## src/rtl/cricket_ball_tracker.sv

```systemverilog
// Per-team legal-ball / extras tracker with over and inning-limit detection and LED ball display.
// Optional macro CRICKET_SCROLL_EN: scrolling LED pattern while game_over is high.
module cricket_ball_tracker #(
  parameter int unsigned NUM_TEAMS      = 2,
  parameter int unsigned BALL_W         = 7,
  parameter int unsigned EXTRA_W        = 5,
  parameter int unsigned LED_W          = 8,
  parameter int unsigned BALLS_PER_OVER = 6,
  parameter int unsigned MAX_OVERS      = 5,
  parameter int unsigned WIDE_CODE      = 13,
  parameter int unsigned NOBALL_CODE    = 14,
  parameter int unsigned SCROLL_DIV     = 25000000,
  localparam int unsigned TW            = (NUM_TEAMS > 1) ? $clog2(NUM_TEAMS) : 1
) (
  input  logic                           clk_fpga,
  input  logic                           reset,
  input  logic [TW-1:0]                  team_sel,
  input  logic                           delivery,
  input  logic [3:0]                     outcome,
  input  logic                           game_over,
  output logic [LED_W-1:0]               leds,
  output logic [NUM_TEAMS*BALL_W-1:0]    balls_flat,
  output logic [NUM_TEAMS*EXTRA_W-1:0]   extras_flat,
  output logic [NUM_TEAMS-1:0]           inning_over,
  output logic                           over_done
);

  localparam int unsigned TOTAL = BALLS_PER_OVER * MAX_OVERS;
  localparam int unsigned BIO_W = $clog2(BALLS_PER_OVER + 1);
  localparam int unsigned XW    = BALL_W + LED_W;

  if (BALL_W < $clog2(TOTAL + 1)) begin : g_bad_ball_w
    $error("BALL_W too narrow for BALLS_PER_OVER*MAX_OVERS");
  end
  if (SCROLL_DIV < 1) begin : g_bad_div
    $error("SCROLL_DIV must be at least 1");
  end

  logic [BALL_W-1:0]  balls_q  [NUM_TEAMS];
  logic [BALL_W-1:0]  balls_d  [NUM_TEAMS];
  logic [BIO_W-1:0]   bio_q    [NUM_TEAMS];
  logic [BIO_W-1:0]   bio_d    [NUM_TEAMS];
  logic [EXTRA_W-1:0] extras_q [NUM_TEAMS];
  logic [EXTRA_W-1:0] extras_d [NUM_TEAMS];
  logic [NUM_TEAMS-1:0] inning_q, inning_d;
  logic               over_done_q, over_done_d;
  logic [LED_W-1:0]   leds_q, leds_d;

  logic               sel_ok_c;
  logic               sel_inning_c;
  logic               accept_c;
  logic               is_extra_c;
  logic [BALL_W-1:0]  sel_balls_c;
  logic [XW-1:0]      sel_ext_c;

`ifdef CRICKET_SCROLL_EN
  localparam int unsigned DIV_W = (SCROLL_DIV > 1) ? $clog2(SCROLL_DIV) : 1;
  logic [DIV_W-1:0] div_q, div_d;
  logic             game_over_q;
`endif

  // Next-state: delivery acceptance, counters, flags and LED selection
  always_comb begin
    balls_d      = balls_q;
    bio_d        = bio_q;
    extras_d     = extras_q;
    inning_d     = inning_q;
    over_done_d  = 1'b0;
    leds_d       = leds_q;
    sel_inning_c = 1'b0;
    sel_balls_c  = '0;
`ifdef CRICKET_SCROLL_EN
    div_d        = div_q;
`endif

    sel_ok_c = (32'(team_sel) < NUM_TEAMS);
    for (int t = 0; t < NUM_TEAMS; t++) begin
      if (team_sel == TW'(t)) sel_inning_c = inning_q[t];
    end
    accept_c   = delivery & ~game_over & sel_ok_c & ~sel_inning_c;
    is_extra_c = (outcome == 4'(WIDE_CODE)) || (outcome == 4'(NOBALL_CODE));

    for (int t = 0; t < NUM_TEAMS; t++) begin
      if (accept_c && (team_sel == TW'(t))) begin
        if (is_extra_c) begin
          if (extras_q[t] != {EXTRA_W{1'b1}}) extras_d[t] = extras_q[t] + 1'b1;
        end else begin
          balls_d[t] = balls_q[t] + 1'b1;
          if (bio_q[t] == BIO_W'(BALLS_PER_OVER - 1)) begin
            bio_d[t]    = '0;
            over_done_d = 1'b1;
          end else begin
            bio_d[t] = bio_q[t] + 1'b1;
          end
          if (balls_q[t] == BALL_W'(TOTAL - 1)) begin
            inning_d[t] = 1'b1;
            over_done_d = 1'b1;
          end
        end
      end
    end

    // Display the post-update count so a new ball shows without a stale cycle
    for (int t = 0; t < NUM_TEAMS; t++) begin
      if (team_sel == TW'(t)) sel_balls_c = balls_d[t];
    end
    sel_ext_c = XW'(sel_balls_c);

    if (!game_over) begin
      leds_d = sel_ok_c ? sel_ext_c[LED_W-1:0] : '0;
    end else begin
`ifdef CRICKET_SCROLL_EN
      if (!game_over_q) begin
        leds_d = LED_W'(1);
        div_d  = '0;
      end else if (div_q == DIV_W'(SCROLL_DIV - 1)) begin
        leds_d = (leds_q << 1) | (leds_q >> (LED_W - 1));
        div_d  = '0;
      end else begin
        div_d = div_q + 1'b1;
      end
`endif
    end
  end

  always_ff @(posedge clk_fpga) begin
    if (reset) begin
      for (int t = 0; t < NUM_TEAMS; t++) begin
        balls_q[t]  <= '0;
        bio_q[t]    <= '0;
        extras_q[t] <= '0;
      end
      inning_q    <= '0;
      over_done_q <= 1'b0;
      leds_q      <= '0;
`ifdef CRICKET_SCROLL_EN
      div_q       <= '0;
      game_over_q <= 1'b0;
`endif
    end else begin
      balls_q     <= balls_d;
      bio_q       <= bio_d;
      extras_q    <= extras_d;
      inning_q    <= inning_d;
      over_done_q <= over_done_d;
      leds_q      <= leds_d;
`ifdef CRICKET_SCROLL_EN
      div_q       <= div_d;
      game_over_q <= game_over;
`endif
    end
  end

  // Flatten per-team registers onto the output buses
  always_comb begin
    balls_flat  = '0;
    extras_flat = '0;
    for (int t = 0; t < NUM_TEAMS; t++) begin
      balls_flat[t*BALL_W +: BALL_W]    = balls_q[t];
      extras_flat[t*EXTRA_W +: EXTRA_W] = extras_q[t];
    end
  end

  assign inning_over = inning_q;
  assign over_done   = over_done_q;
  assign leds        = leds_q;

endmodule
```

## config.mk

```make
export PLATFORM = sky130hd
export DESIGN_NAME = cricket_ball_tracker
export DESIGN_NICKNAME = d
export VERILOG_FILES = /design/src/rtl/cricket_ball_tracker.sv
export SDC_FILE = /design/constraint.sdc
export NUM_CORES = 1
export LEC_CHECK = 0
export ABC_AREA = 1
export CORE_MARGIN = 2
export CORE_UTILIZATION = 50
export DETAILED_ROUTE_END_ITERATION = 7
export MAX_ROUTING_LAYER = met4
export PLACE_DENSITY = 0.79
export SETUP_SLACK_MARGIN = 0.02
export SLEW_MARGIN = 0
export SYNTH_ARGS = -nofsm -noshare
export SYNTH_HDL_FRONTEND = slang
export SYNTH_SLANG_ARGS = --single-unit
```

## constraint.sdc

```tcl
create_clock -name clk_fpga -period 2 [get_ports clk_fpga]
set_input_delay 0.4 -clock clk_fpga [delete_from_list [all_inputs] [get_ports clk_fpga]]
set_output_delay 0.4 -clock clk_fpga [all_outputs]
set_load 0.1 [all_outputs]
```

==> results.json <==
{
  "antenna_found_initial": 0,
  "io_buffers": 42,
  "critical_path_required_ns": 2.20,
  "synth.cell_area_sq_um": 2030,
  "achievable-frequency_mhz": 576,
  "pin_count_of_the_biggest_net_entering_global_routing": 29,
  "layout-drive-gt1-share_pct": 23.1,
  "antenna_cells": 0,
  "outcome": "finished clean",
  "worst_clock_skew_ns": 0.00354,
  "holdBufCountCts": 0,
  "cell_internal_pwr_mw": 1.25,
  "cp-end-kind": "register",
  "globalRouteOverflowTotal": 0,
  "cellPowerDensity_nw_per_um2": 665,
  "setup_repair_after_global_routing_missed_its_margin": "false",
  "timing.critical_path.cells": "clkdlybuf4s50_1 -> inv_1 -> nand2_1 -> nand3_2 -> nand2_4 -> clkinv_4 -> o21ai_1 -> o21ai_0 -> o21ai_1 -> inv_1",
  "power.clock.fraction_pct": 38.1,
  "drt_pre_antenna_iters": 4,
  "drt_first_iter_violations": 147,
  "layout_commonest_cell": "sky130_fd_sc_hd__nand2_1",
  "detail_route.wirelength_um": 4640,
  "via_count": 1933,
  "gp_routability_congestion": 0.871,
  "synth_fp_nets": 299,
  "finalWorstPathRequiredPeriod_ns": 1.74,
  "finalSetupViolations": 0,
  "clock-sinks": 40,
  "num_rows": 23,
  "cp_max_fo": 10,
  "synth.avg_cell_area_sq_um": 7.20,
  "post_synth_inst_count": 282,
  "netSwitchingPower_uw": 483,
  "grt_util_all_layers_pct": 23.6,
  "post_cts_resized": 0,
  "critical_path.top_delay_family": "buffers and inverters",
  "clock_tree.htree_level_count": 2,
  "flow.area_growth_from_synthesis_pct": 28.5,
  "layout_common_cells": "sky130_fd_sc_hd__nand2_1 (54), sky130_fd_sc_hd__buf_4 (44), sky130_fd_sc_hd__inv_1 (41), sky130_fd_sc_hd__dfxtp_1 (33), sky130_fd_sc_hd__nor2_1 (32)",
  "root_cell_of_the_clock_tree": "sky130_fd_sc_hd__clkbuf_8",
  "drc": 0,
  "cts-buffers-inserted": 5,
  "setup_tns_ns": 0,
  "seqPwrFrac_pct": 47.5,
  "core_area_sq_um": 3940,
  "worst_path_largest_cell_delay_ns": 0.47,
  "worstSetupStartpointType": "primary input",
  "horizontal_die_dimension_um": 67.7,
  "critPathArrivalTime_ns": 1.94,
  "period_share_pct": 86.8,
  "number_of_distinct_library_cells_after_synthesis": 35,
  "switching_share_pct": 27.9,
  "min_path_type": "reg -> reg",
  "critical_path_buf_inv_count": 4,
  "synth_seq_cells": 40,
  "cts_tree": "done",
  "timing.critical_path.slowest_stage_cell": "sky130_fd_sc_hd__clkdlybuf4s50_1",
  "clk-insertion-delay-late_ns": 0.30,
  "die-area_sq_um": 4580,
  "hpwlAfterDp_um": 3540,
  "slew_viol_final": 0,
  "grt_first_pass_wirelength_um": 7800,
  "comb_power_share_pct": 14.3,
  "cts-root-to-sink-buffers": 2,
  "layout.nets": 353,
  "cts.clk_slew.worst_paths_ns": 0.08,
  "cts_setup_buffers": 0,
  "ant_nets": 0,
  "ys_seq_area_share_pct": 39.5,
  "route.detailed.wl_per_inst_um": 12.0,
  "vias_per_cell": 4.99,
  "worst_setup_slack_after_layout_ns": 0.263,
  "power.static_leakage_nw": 1.16,
  "setup_slack_placement_ns": -0.0580,
  "timing.max_cap.violations": 0,
  "timing_worst_setup_path_type": "in -> reg",
  "die_h_um": 67.7,
  "initial_utilization_pct": 51.5,
  "report.final.hold_viol_count": 0,
  "synth_warnings": 0,
  "filler_cell_count": 340,
  "via_count_of_the_first_global_routing_pass": 1774,
  "ir_drop_v": 0.000363,
  "io_pins": 44
}
cells in the mapped netlist, drive strengths merged:
library cell | count | share of area [%]
a211oi | 2 | 0.74
a21oi | 21 | 5.4
a31oi | 1 | 0.31
buf | 2 | 0.92
clkbuf | 4 | 0.74
clkinv | 1 | 0.43
conb | 1 | 0.18
dfxtp | 40 | 39
ha | 8 | 4.9
inv | 46 | 9.2
nand2 | 59 | 12
nand3 | 28 | 7.2
nand3b | 3 | 1.1
nand4 | 5 | 1.8
nor2 | 35 | 7.3
nor3 | 9 | 2.8
nor3b | 1 | 0.37
o211ai | 1 | 0.37
o21ai | 11 | 2.7
o32ai | 2 | 0.86
xnor2 | 2 | 0.86
layer usage:
layer / track usage [%] / vias to the layer above / routed length, um
met3: 5.00 / 8 / 252
li1: - / 1014 / -
met5: - / - / 0
met1: 28.1 / 857 / 2080
met2: 39.5 / 54 / 2240
met4: 7.91 / 0 / 73
tightest hold or removal path: cells and delay by family (launching register included):
kind / cells / cell delay [ns]
flops: 1 / 0.31
simple gates: 1 / 0.06
compound gates: 1 / 0.05
final cells by class:
type                    instances  area [sq um]  area share, %
multi-input cells             189           998           38.3
well taps                      50          62.6           2.40
clock inverters                 3          42.5           1.63
clock buffers                   5          68.8           2.64
repair buffers                 53           430           16.5
inverters                      47           196           7.53
flip-flops and latches         40           810           31.0
stage by stage:
stage	hold WS, ns	power [mW]	cell area [sq um]	util, %	instances
floorplan	0.444	1.02	2040	-	282
global placement	0.452	1.09	2500	63.3	379
detailed placement	0.461	1.09	2500	63.3	379
CTS	0.473	1.75	2610	66.2	387
global route	0.494	1.79	2610	66.2	387
finish	0.468	1.73	2610	66.2	387
sequential cells by signal (all words and copies together) (netlist names):
register / flops
bio_q: 6
inning_over: 2
balls_flat: 14
over_done: 1
extras_flat: 10
leds: 7
cell families after synthesis:
logic type	count (synthesis)	synth area share [%]
AND/OR/NAND/NOR	140	32.9
buffers and inverters	53	11.3
flip-flops	40	39.5
AO/OA/AOI/OAI	38	10.4
adder cells (fa/ha/maj)	8	4.93
XOR/XNOR	2	0.863
other	1	0.185
power by group through the flow:
| stage | combinational (mW) | clock (mW) | sequential [mW] |
|---|---|---|---|
| global placement | 0.246 | 0 | 0.843 |
| global route | 0.267 | 0.699 | 0.826 |
| finish | 0.248 | 0.661 | 0.824 |
| floorplan | 0.0947 | 0 | 0.926 |
| detailed placement | 0.248 | 0 | 0.843 |
| CTS | 0.250 | 0.676 | 0.824 |
path summary, 6_finish.rpt:
| path | startpoint | endpoint | slack (ns) | cells after the start |
|---|---|---|---|---|
| max | outcome[1] | leds[1] | 0.26 | 10 |
| min | leds[3] | leds[3] | 0.47 | 2 |
| max reg2reg | extras_flat[5] | extras_flat[7] | 0.36 | 8 |
| min reg2reg | leds[3] | leds[3] | 0.47 | 2 |
Power figures use the tool's default switching activity.
